**config.mk**
```make
export PLATFORM = sky130hd
export DESIGN_NAME = axi_dw_rd_slot_alloc
export DESIGN_NICKNAME = d
export VERILOG_FILES = /design/src/rtl/axi_dw_rd_slot_alloc.sv
export SDC_FILE = /design/constraint.sdc
export NUM_CORES = 1
export LEC_CHECK = 0
export ABC_AREA = 1
export BUFFER_PORTS_ARGS = -buffer_cell sky130_fd_sc_hd__buf_2
export CAP_MARGIN = 20
export CORE_MARGIN = 10
export CORE_UTILIZATION = 60
export CTS_CLUSTER_SIZE = 40
export DETAILED_ROUTE_END_ITERATION = 8
export GPL_ROUTABILITY_DRIVEN = 0
export PLACE_DENSITY = 0.8
export SYNTH_ARGS = -nofsm -noshare
export SYNTH_HDL_FRONTEND = slang
export SYNTH_SLANG_ARGS = --single-unit
```
**constraint.sdc**
```tcl
create_clock -name clk_i -period 4.5 [get_ports clk_i]
set_clock_uncertainty 0.1 [all_clocks]
set_input_delay 0.675 -clock clk_i [delete_from_list [all_inputs] [get_ports clk_i]]
set_output_delay 0.675 -clock clk_i [all_outputs]
set_load 0.05 [all_outputs]
```
**src/rtl/axi_dw_rd_slot_alloc.sv**
```systemverilog
// axi_dw_rd_slot_alloc: admits AR requests into outstanding-read slots and retires them by R ID.
// Ports:
//   clk_i, rst_i                      clock, asynchronous active-high reset
//   ar_valid_i/ar_id_i/ar_len_i       AR request, ar_len_i = narrow beats minus 1
//   ar_ready_o/ar_slot_o              accept (no free slot or same ID busy stalls), granted slot
//   r_valid_i/r_ready_i/r_id_i/r_last_i  narrow R beat and downstream ready
//   r_hit_o/r_slot_o                  R ID matches a busy slot, and which one
//   busy_cnt_o                        registered count of busy slots
//   protocol_err_o                    sticky: orphan R, early last or missing last
module axi_dw_rd_slot_alloc #(
   parameter int NumSlots = 4,
   parameter int IdWidth  = 4,
   parameter int LenWidth = 8,
   localparam int SlotW   = NumSlots > 1 ? $clog2(NumSlots) : 1,
   localparam int CntW    = $clog2(NumSlots + 1)
) (
   input  logic                clk_i,
   input  logic                rst_i,
   input  logic                ar_valid_i,
   input  logic [IdWidth-1:0]  ar_id_i,
   input  logic [LenWidth-1:0] ar_len_i,
   output logic                ar_ready_o,
   output logic [SlotW-1:0]    ar_slot_o,
   input  logic                r_valid_i,
   input  logic                r_ready_i,
   input  logic [IdWidth-1:0]  r_id_i,
   input  logic                r_last_i,
   output logic                r_hit_o,
   output logic [SlotW-1:0]    r_slot_o,
   output logic [CntW-1:0]     busy_cnt_o,
   output logic                protocol_err_o
);
   logic [NumSlots-1:0]                busy_q, busy_d;
   logic [NumSlots-1:0][IdWidth-1:0]   id_q, id_d;
   logic [NumSlots-1:0][LenWidth-1:0]  cnt_q, cnt_d;
   logic                               err_d, id_busy, ar_hs, r_hs;
   logic [CntW-1:0]                    pop;
   // Descending scan so the last assignment wins: lowest free slot, and the
   // single busy slot matching the R ID (same-ID serialisation keeps it unique).
   always_comb begin
      id_busy   = 1'b0;
      ar_slot_o = '0;
      r_hit_o   = 1'b0;
      r_slot_o  = '0;
      for (int i = NumSlots - 1; i >= 0; i--) begin
         if (busy_q[i] && id_q[i] == ar_id_i) id_busy = 1'b1;
         if (!busy_q[i]) ar_slot_o = SlotW'(i);
         if (busy_q[i] && id_q[i] == r_id_i) begin
            r_hit_o  = 1'b1;
            r_slot_o = SlotW'(i);
         end
      end
   end
   assign ar_ready_o = ~&busy_q & ~id_busy;
   assign ar_hs      = ar_valid_i & ar_ready_o;
   assign r_hs       = r_valid_i & r_ready_i;
   // The granted slot is free and the R slot is busy, so both updates never collide.
   always_comb begin
      busy_d = busy_q;
      id_d   = id_q;
      cnt_d  = cnt_q;
      err_d  = protocol_err_o;
      if (r_hs && !r_hit_o) err_d = 1'b1;
      if (r_hs && r_hit_o) begin
         if (r_last_i) begin
            busy_d[r_slot_o] = 1'b0;
            if (cnt_q[r_slot_o] != '0) err_d = 1'b1;
         end else if (cnt_q[r_slot_o] == '0) err_d = 1'b1;
         else cnt_d[r_slot_o] = cnt_q[r_slot_o] - 1'b1;
      end
      if (ar_hs) begin
         busy_d[ar_slot_o] = 1'b1;
         id_d[ar_slot_o]   = ar_id_i;
         cnt_d[ar_slot_o]  = ar_len_i;
      end
      pop = '0;
      for (int i = 0; i < NumSlots; i++) pop = pop + CntW'(busy_d[i]);
   end
   always_ff @(posedge clk_i or posedge rst_i) begin
      if (rst_i) begin
         busy_q         <= '0;
         id_q           <= '0;
         cnt_q          <= '0;
         busy_cnt_o     <= '0;
         protocol_err_o <= 1'b0;
      end else begin
         busy_q         <= busy_d;
         id_q           <= id_d;
         cnt_q          <= cnt_d;
         busy_cnt_o     <= pop;
         protocol_err_o <= err_d;
      end
   end
endmodule

```
==> reports/qor.csv <==
metric;value;unit
outcome;finished, final reports clean;
antenna viol nets, final;0;
Worst Slack Setup Final;1.092;ns
TritonCTS buffer count;5;
clk sinks;56;
number of standard cells in the layout, taps in and fillers out;711;
worst hold path class;flop to flop;
Setup Total Neg Slack;0;ns
total wire length after detailed routing;11100;um
Clock Latency Late Sink;0.33;ns
overall power consumption;3261;uW
critical path, cell by cell;buf_2 > inv_2 > nand2_1 > nand2_1 > nor2_2 > nand3_4 > nand2_2 > inv_2 > nand2_4 > inv_1 > nor2_1 > inv_1 > o21ai_0 > nand2_1 > fa_1 > ha_1 > ha_1;
count of input and output buffers;31;
setup repair after global routing missed its margin;false;
die boundary height;102.3;um
slack of the worst reg-to-reg path;1.14;ns
standard-cell row count;29;
worst-case clock buffer depth;2;
arrival time worst endpoint;3.51;ns
XOR/XNOR Fraction of Synth Area;2.156;%
most frequent cells in the layout;sky130_fd_sc_hd__nand2_1 (209), sky130_fd_sc_hd__inv_1 (94), sky130_fd_sc_hd__nand3_1 (61), sky130_fd_sc_hd__dfrtp_1 (56), sky130_fd_sc_hd__nor2_1 (35);
grt total ovfl;0;
PwrDens;744.2;nW/um2
number of global-route vias before repair;3612;
dominant combinational cell family by area after synthesis;simple AND/OR/NAND/NOR gates;
Reg-to-Reg End;busy_cnt_o[1];
most frequent standard cell in the layout excluding fill and tap cells;sky130_fd_sc_hd__nand2_1;
cell type with the highest occurrence count on the critical path;sky130_fd_sc_hd__nand2_1;
final critical path time including I/O delays and setup;3.408;ns
number of hold-slack violations in the final timing report;0;
Cells after Synth;605;
delay of the slowest cell on the worst path;0.51;ns
total number of vias;3926;
number of antenna violations at the first check in global routing;0;
register bit count reported by yosys;56;
DR pass1 iterations;5;
sequential cell area fraction in the yosys report;34.49;%
end of the worst hold path;id_q[15];
Yosys warning total;0;
depth of the CTS H-tree;2;
Post-Syn Area;4063;um2
wire length of the first global-routing pass;18150;um
number of pins exceeding their max-slew limit in the final report;0;
Inst Count DP;703;
boundary pin count;32;
fraction of final layout cells sized beyond drive strength 1;14.98;%
critical path class;input port to flop;
total of endpoints with negative setup slack in the final report;0;
cell types occupying the most area after synthesis;sky130_fd_sc_hd__dfrtp_1 (34%), sky130_fd_sc_hd__nand2_1 (19%), sky130_fd_sc_hd__inv_1 (8.8%), sky130_fd_sc_hd__nand3_1 (7.5%), sky130_fd_sc_hd__nor2_1 (3.2%);
Iter 0 DRT Violations;502;
Max rail drop VDD;398.1;uV
HPWL Detailed;8466;um
sort of element at the end of the critical path;flop;
global-route usage over all layers;22.29;%
CP Launch Type;input port;
cell depth of the worst flop-to-flop path;16;
Crit Reg-Reg Startpoint;id_q[2];
initial cell density of the core;62.90;%
Crit Path Max Fanout;10;
Achievable Freq;0.2934;GHz
largest area contributor in the netlist;sky130_fd_sc_hd__dfrtp_1;
minimum setup slack after placement;0.8556;ns
die span in x;102.3;um
number of nets in the layout;660;
number of antenna diodes;0;
drc violations;0;
post-CTS resize count;0;
Setup Fix Bufs, Post-CTS;0;
share of synthesized area spent on multiplexers;0;%
share of synthesized cell area in and, or, nand and nor gates;41.79;%
clock slew seen by the registers of the worst setup and hold paths;0.10;ns
number of buffers and inverters on the critical path;5;
Synth Area per Inst;6.715;um2
Slew @ Worst Pin;0.7030;ns
die area;10460;um2
fraction of the mapped netlist area in compound gates;7.299;%
per-cell via count in the routed design;5.522;
Area growth syn-to-layout;7.853;%
tightest slew margin relative to the limit;53.13;%
Worst Path Required;4.61;ns
largest net degree at the start of global routing;57;
Top delay family on crit path;simple AND/OR/NAND/NOR gates;
Std-Cell Core Area;6459;um2
number of buffers inserted by hold repair at cts;0;
Hold Crit Start;id_q[15];
cell at the slowest stage of the critical path;sky130_fd_sc_hd__fa_1;
number of maximum-capacitance constraint violations;0;
post-synth top area share;34.49;%
net count after synthesis;632;
adder-cell share of the synthesized area;1.725;%
cell count of the worst hold path;2;
cell at the root of the clock tree;sky130_fd_sc_hd__clkbuf_8;
clock tree from TritonCTS;done;
share of the clock period used by the worst path after layout;75.74;%
distinct cell type count after synthesis;37;
average detailed-routed wire length per instance;15.61;um
leakage power of the design;0.002440;uW
## per-stage QoR
step | cell area (um2) | hold WS (ns) | util [%]
2_1_floorplan | 4063 | 0.3530 | -
3_3_place_gp | 4267 | 0.3740 | 66.06
3_5_place_dp | 4267 | 0.3840 | 66.06
4_1_cts | 4382 | 0.4096 | 67.84
5_1_grt | 4382 | 0.4447 | 67.84
6_report | 4382 | 0.4080 | 67.84
## area by class of cell
cell class / instances / area [um2]
multi-input cells: 422 / 2152
flip-flops and latches: 56 / 1401
clock buffers: 5 / 68.82
clock inverters: 3 / 46.29
inverters: 111 / 416.7
repair buffers: 37 / 200.2
well taps: 77 / 96.34
fillers: 577 / 2077
## power by group
| part | total, uW | leakage [uW] | switching, uW | internal [uW] |
|---|---|---|---|---|
| sequential | 942 | 0.000643 | 193 | 749 |
| clock | 342 | 0.0000600 | 173 | 169 |
| combinational | 1980 | 0.00174 | 1400 | 577 |
## cell families (layout without fill, tap and decap cells)
kind of cell / Yosys count / count (layout)
compound gates: 52 / 52
xor+xnor: 10 / 10
fa+ha+maj: 5 / 5
buf+inv: 127 / 156
flops: 56 / 56
simple gates: 355 / 355
## synth_stat cells (all sizes together)
cell       n
clkinv     4
nor2      51
nand2    218
o22ai      3
inv      107
a211o      1
dfrtp     56
xnor2      8
nand4     14
a221oi     1
nand3     69
o32ai      1
a31oi      2
buf        8
nor3       2
o21ai     28
nand3b     1
clkbuf     8
o2111ai    3
a21oi     13
ha         4
xor2       2
fa         1
## worst reg2reg max path, stage by stage (launching register included)
cell	delay, ns
sky130_fd_sc_hd__dfrtp_1	0.42
sky130_fd_sc_hd__inv_1	0.11
sky130_fd_sc_hd__nand2_1	0.07
sky130_fd_sc_hd__nand2_1	0.06
sky130_fd_sc_hd__nor2_2	0.12
sky130_fd_sc_hd__nand3_4	0.12
sky130_fd_sc_hd__nand2_2	0.12
sky130_fd_sc_hd__inv_2	0.11
sky130_fd_sc_hd__nand2_4	0.14
sky130_fd_sc_hd__inv_1	0.08
sky130_fd_sc_hd__nor2_1	0.32
sky130_fd_sc_hd__inv_1	0.20
sky130_fd_sc_hd__o21ai_0	0.20
sky130_fd_sc_hd__nand2_1	0.12
sky130_fd_sc_hd__fa_1	0.51
sky130_fd_sc_hd__ha_1	0.19
sky130_fd_sc_hd__ha_1	0.27
## metal layers
layer / global-route usage (%) / vias up / part of all wire (%)
li1: - / 1932 / -
met1: 32.08 / 1761 / 44
met2: 31.95 / 207 / 42
met3: 4.926 / 26 / 11
met4: 7.918 / 0 / 2.3
met5: 0 / - / 0
## how the worst max path moves through the flow
| stage | startpoint | endpoint | slack, ns | cells past startpoint |
|---|---|---|---|---|
| 6_report | r_id_i[1] | busy_cnt_o[1] | 1.09 | 17 |
| 3_3_place_gp | r_id_i[2] | busy_cnt_o[1] | 0.93 | 17 |
| 2_1_floorplan | ar_id_i[0] | busy_cnt_o[1] | 0.54 | 14 |
| 4_1_cts | r_id_i[1] | busy_cnt_o[1] | 1.17 | 17 |
| 3_5_place_dp | r_id_i[0] | busy_cnt_o[1] | 0.86 | 16 |
| 5_1_grt | id_q[7] | busy_cnt_o[1] | 0.79 | 16 |
## flip-flops by register name, indices dropped and copies added, names as in the netlist
signal          count
cnt_q              32
id_q               16
busy_q              4
protocol_err_o      1
busy_cnt_o          3
No activity file was read; power rests on OpenSTA's default activity.
